<file path="src/rtl/selevy_trace_monitor.sv">
// rtl/selevy_trace_monitor.sv - write-trace monitor: snoops NCH write channels into a cycle-stamped FWFT FIFO
// Round-robin arbitration picks one event per cycle; losers and FIFO overflows are counted as drops.
module selevy_trace_monitor #(
    parameter int NCH        = 2,
    parameter int AW         = 5,
    parameter int DW         = 32,
    parameter int DEPTH      = 16,
    parameter int CW         = 16,
    parameter int MAX_CYCLES = 18,
    localparam int CHW       = (NCH > 1) ? $clog2(NCH) : 1
) (
    input  logic              CLK,
    input  logic              reset,
    input  logic [NCH-1:0]    ev_valid,
    input  logic [NCH*AW-1:0] ev_addr,
    input  logic [NCH*DW-1:0] ev_data,
    input  logic              halt,
    output logic              tr_valid,
    input  logic              tr_ready,
    output logic [CW-1:0]     tr_cycle,
    output logic [CHW-1:0]    tr_ch,
    output logic [AW-1:0]     tr_addr,
    output logic [DW-1:0]     tr_data,
    output logic [CW-1:0]     cycle,
    output logic              done,
    output logic [7:0]        drop_cnt,
    output logic              overflow
);
    localparam int AWD = $clog2(DEPTH);
    localparam int PW  = AWD + 1;
    localparam int EW  = CW + CHW + AW + DW;

    logic [CW-1:0]  r_cycle;
    logic           r_done;
    logic [7:0]     r_drop;
    logic           r_ovf;
    logic [CHW-1:0] r_rr;
    logic [PW-1:0]  r_wr_ptr;
    logic [PW-1:0]  r_rd_ptr;
    logic [EW-1:0]  r_mem [DEPTH];

    logic           w_empty;
    logic           w_full;
    logic           w_pop;
    logic           w_push;
    logic           w_capture;
    logic           w_last;
    logic           w_gnt_any;
    logic [CHW-1:0] w_gnt;
    logic [CHW-1:0] w_idx;
    logic [CHW-1:0] w_rr_next;
    logic [31:0]    w_nvalid;
    logic [31:0]    w_lost;
    logic [31:0]    w_drop_sum;
    logic [EW-1:0]  w_entry;

    assign w_empty   = (r_wr_ptr == r_rd_ptr);
    assign w_full    = (r_wr_ptr[AWD] != r_rd_ptr[AWD]) &&
                       (r_wr_ptr[AWD-1:0] == r_rd_ptr[AWD-1:0]);
    assign w_pop     = !w_empty && tr_ready;
    assign w_capture = !r_done;
    assign w_last    = (MAX_CYCLES != 0) && (r_cycle == CW'(MAX_CYCLES - 1));

    // Search starts at rr so no channel can be starved under sustained contention.
    always_comb begin
        w_gnt_any = 1'b0;
        w_gnt     = '0;
        w_idx     = '0;
        w_nvalid  = '0;
        for (int k = 0; k < NCH; k++) begin
            w_idx = CHW'((int'(r_rr) + k) % NCH);
            if (!w_gnt_any && ev_valid[w_idx]) begin
                w_gnt_any = 1'b1;
                w_gnt     = w_idx;
            end
            if (ev_valid[k]) begin
                w_nvalid = w_nvalid + 32'd1;
            end
        end
    end

    assign w_rr_next  = CHW'((int'(w_gnt) + 1) % NCH);
    assign w_push     = w_capture && w_gnt_any && (!w_full || w_pop);
    assign w_lost     = w_capture ? (w_nvalid - 32'(w_gnt_any) + 32'(w_gnt_any && !w_push)) : '0;
    assign w_drop_sum = 32'(r_drop) + w_lost;
    assign w_entry    = {r_cycle, w_gnt, ev_addr[w_gnt*AW +: AW], ev_data[w_gnt*DW +: DW]};

    always_ff @(posedge CLK) begin
        if (reset) begin
            r_cycle  <= '0;
            r_done   <= 1'b0;
            r_drop   <= '0;
            r_ovf    <= 1'b0;
            r_rr     <= '0;
            r_wr_ptr <= '0;
            r_rd_ptr <= '0;
        end else begin
            if (!r_done) begin
                if (w_last || halt) begin
                    r_done <= 1'b1;
                end
                if (!w_last) begin
                    r_cycle <= r_cycle + CW'(1);
                end
                if (w_gnt_any) begin
                    r_rr <= w_rr_next;
                end
            end
            if (w_lost != 32'd0) begin
                r_drop <= (w_drop_sum > 32'd255) ? 8'hFF : w_drop_sum[7:0];
            end
            if (w_capture && w_gnt_any && !w_push) begin
                r_ovf <= 1'b1;
            end
            if (w_push) begin
                r_wr_ptr <= r_wr_ptr + PW'(1);
            end
            if (w_pop) begin
                r_rd_ptr <= r_rd_ptr + PW'(1);
            end
        end
    end

    always_ff @(posedge CLK) begin
        if (w_push) begin
            r_mem[r_wr_ptr[AWD-1:0]] <= w_entry;
        end
    end

    assign tr_valid = !w_empty;
    assign {tr_cycle, tr_ch, tr_addr, tr_data} = r_mem[r_rd_ptr[AWD-1:0]];
    assign cycle    = r_cycle;
    assign done     = r_done;
    assign drop_cnt = r_drop;
    assign overflow = r_ovf;
endmodule

</file>
<file path="config.mk">
export PLATFORM = sky130hd
export DESIGN_NAME = selevy_trace_monitor
export DESIGN_NICKNAME = d
export VERILOG_FILES = /design/src/rtl/selevy_trace_monitor.sv
export SDC_FILE = /design/constraint.sdc
export NUM_CORES = 1
export LEC_CHECK = 0
export CAP_MARGIN = 20
export CORE_UTILIZATION = 40
export DETAILED_ROUTE_END_ITERATION = 16
export DONT_BUFFER_PORTS = 1
export HOLD_SLACK_MARGIN = 0.02
export PLACE_DENSITY = 0.65
export SLEW_MARGIN = 15
export SYNTH_ARGS = -nofsm -noshare
export SYNTH_HDL_FRONTEND = slang
export SYNTH_SLANG_ARGS = --single-unit
</file>
<file path="constraint.sdc">
create_clock -name CLK -period 9.5 [get_ports CLK]
set_input_delay 1.425 -clock CLK [delete_from_list [all_inputs] [get_ports CLK]]
set_output_delay 1.425 -clock CLK [all_outputs]
set_load 0.05 [all_outputs]
</file>
==> results.toml <==
[clocking]
ctsHtreeMaxLevel = 3
cts_tree = "yes"
cts_buffers = 92
cts_buffer_depth = 3
cts_sinks = 905
clkLatencyLatePin_ns = 0.63
root_buffer = "clkbuf_16"
cts_resized = 0
clk_pin_slew_ns = 0.06
holdBufCountCts = 0
post_cts_buffers = 0

[global_route]
grt_pass1_vias = 16800
grt_usage_pct = 17.6
grt_pass1_wl_um = 114000
antenna_found_initial = 2
gr-total-overflow = 0
grt_max_degree = 114

[synthesis]
seq_area_frac_synth_pct = 75.8
synth-async-reset-ratio_pct = 0
synthDistinctLibCells = 49
ys_warn_count = 0
synth_edf_count = 864
synth_area_per_cell_um2 = 22.1
synth_top_family_by_area = "multiplexers"
synth_area_leaders = "edfxtp_1 (74%), mux4_2 (17%), dfxtp_1 (2.3%), nand2_1 (1.3%), ha_1 (0.67%)"
syn_inst = 1598
ys_ff_latch = 905
yosys.area_share.simple_pct = 2.64
muxShareOfSynthArea_pct = 17.4
synth_compound_area_share_pct = 0.879
synth_top_area_share_pct = 73.5
yosys.area.top_type = "edfxtp_1"
synth_area_um2 = 35300
synthAdderAreaFrac_pct = 0.730
synth_flop_cell = "edfxtp_1"
synth_most_common_cell = "edfxtp_1"
synthTopCellsByCount = "edfxtp_1 (864), mux4_2 (264), nand2_1 (118)"
yosys.area_share.xor_xnor_pct = 0.745

[pwr]
clkPwrFrac_pct = 36.9
p_leak_uw = 0.0123
power_switching_uw = 2440
p_seq_share_pct = 47.6
power_density_nw_per_um2 = 243
swShare_pct = 25.3
vdd_drop_max_uv = 193
p_int_uw = 7200
combPwrFrac_pct = 15.4

[drt]
via_count = 15900
viasPerCell = 5.55
totalWireLength_um = 78400
ant_nets = 0
wire_per_inst_um = 27.3
drt_iter0_drc = 1491
dr.pass1.iters = 5
drc = 0

[placed_design]
postPlaceCellArea_um2 = 36600
dp_hpwl_um = 39900
dpl.cell_count = 2697
routabilityCongestion = 0.741
portBuffers = 0

[cells_and_area]
nets = 1738
design_area_um2 = 39600
antenna-diode-count = 0
fin_cells = 2869
area_delta_synth_final_pct = 12.2
drive_above_1_share_pct = 27.0

[sta]
rsz0062_at_grt = "no"
tightest_slew_ns = 1.14
setup_viol = 0
finClkSkew_ns = 0.0242
final_max_slew_viol_count = 0
relSlewSlack_pct = 24.3
max_freq_ghz = 0.180
period_minus_slack_ns = 5.54
period_share_pct = 58.4
tns_ns = 0
hold_viol_final = 0

[critical_path]
reg2reg_depth = 12
r2r-start = "r_wr_ptr[4]"
arrival_ns = 4.12
slowest_delay_ns = 0.96
worstPathMaxFanout = 73
crit_type = "reg2out"
required_ns = 8.08
cp_num_buf_inv = 2
cp-start-kind = "register"
cpLargestDelayFamily = "buffers and inverters"
crit_path_end_kind = "output pin"
slowest_stage = "buf_4"
crit_path_cell_trace = "buf_4 > buf_4 > mux4_2 > mux4_2"
ff2ff_setup_slack_ns = 5.42
reg2reg_to = "drop_cnt[1]"

[floorplanning]
ioPinCount = 161
die_area_um2 = 89400
start_util_pct = 40.6
die_width_um = 299
core.rowCount = 108
core_area_um2 = 87000
die_y_um = 299

[worst_hold_path]
min_path_type = "reg2reg"
hp-start = "r_rr"
min_to = "r_rr"
min_path_cells = 2

[run_status]
status = "completed"

[run]
maxCapViolations = 0
final cells by class:
class / count / area (µm²)
clock inverters: 51 / 503
flip-flops and latches: 905 / 26800
repair buffers: 38 / 325
multi-input cells: 585 / 8000
clock buffers: 119 / 2480
well taps: 1155 / 1450
fillers: 7229 / 47400
inverters: 16 / 60.1
registers in the layout (all words and copies together) (netlist names), named ones only:
| signal | cells |
|---|---|
| done | 1 |
| overflow | 1 |
| r_mem | 864 |
| cycle | 16 |
| drop_cnt | 8 |
| r_rd_ptr | 5 |
| r_wr_ptr | 5 |
| r_rr | 1 |
through the flow:
stage          hold WS [ns]  setup WS, ns  total power (µW)  util, %
2_1_floorplan         0.475          4.38              5930        -
3_3_place_gp          0.515          4.58              6170     42.0
3_5_place_dp          0.536          4.48              6190     42.0
4_1_cts               0.551          3.91              9740     45.4
5_1_grt               0.575          3.81              9970     45.5
6_report              0.543          3.96              9640     45.5
layer usage:
metal	routed length, µm	track usage (%)
met5	0	0
met4	1300	3.84
met3	5200	3.89
met2	38400	28.5
met1	33500	24.6
placed cells by master (no fill, tap or decap), drive strengths merged, types with 4 or more instances in the layout:
master / n
xor2: 16
clkinvlp: 4
inv: 17
dfxtp: 41
and2: 4
nand3: 7
a211oi: 13
clkbuf: 119
buf: 38
xnor2: 14
edfxtp: 864
nor2: 42
clkinv: 36
mux4: 270
nand4: 7
bufinv: 10
o21ai: 6
nand2: 118
ha: 19
a21oi: 12
and3: 15
cell families (layout without fill, tap and decap cells):
kind of cell | count (synthesis) | in the layout
xor+xnor | 30 | 30
simple gates | 213 | 213
mux | 273 | 273
flops | 905 | 905
fa+ha+maj | 20 | 20
compound gates | 46 | 46
buf+inv | 110 | 224
other cells | 1 | 3
tightest hold or removal path: stages (launching register included):
cell and delay (ns):
dfxtp_1 0.33, nor2_1 0.12, a211oi_1 0.06
power by group through the flow:
stage / combinational [µW] / sequential [µW] / clock, µW
5_1_grt: 1590 / 4600 / 3780
3_5_place_dp: 1520 / 4680 / 0
4_1_cts: 1520 / 4600 / 3620
3_3_place_gp: 1490 / 4670 / 0
6_report: 1490 / 4590 / 3560
2_1_floorplan: 1300 / 4630 / 0
worst max path at each step:
| stage | start | to | slack, ns | cells after the start |
|---|---|---|---|---|
| 2_1_floorplan | ev_valid[0] | r_mem[15][0] | 4.38 | 5 |
| 3_3_place_gp | register | tr_cycle[13] | 4.58 | 4 |
| 3_5_place_dp | ev_valid[0] | drop_cnt[1] | 4.48 | 13 |
| 4_1_cts | register | tr_cycle[13] | 3.91 | 4 |
| 5_1_grt | register | tr_cycle[7] | 3.81 | 4 |
| 6_report | register | tr_cycle[13] | 3.96 | 4 |
No activity file was read; power rests on OpenSTA's default activity.
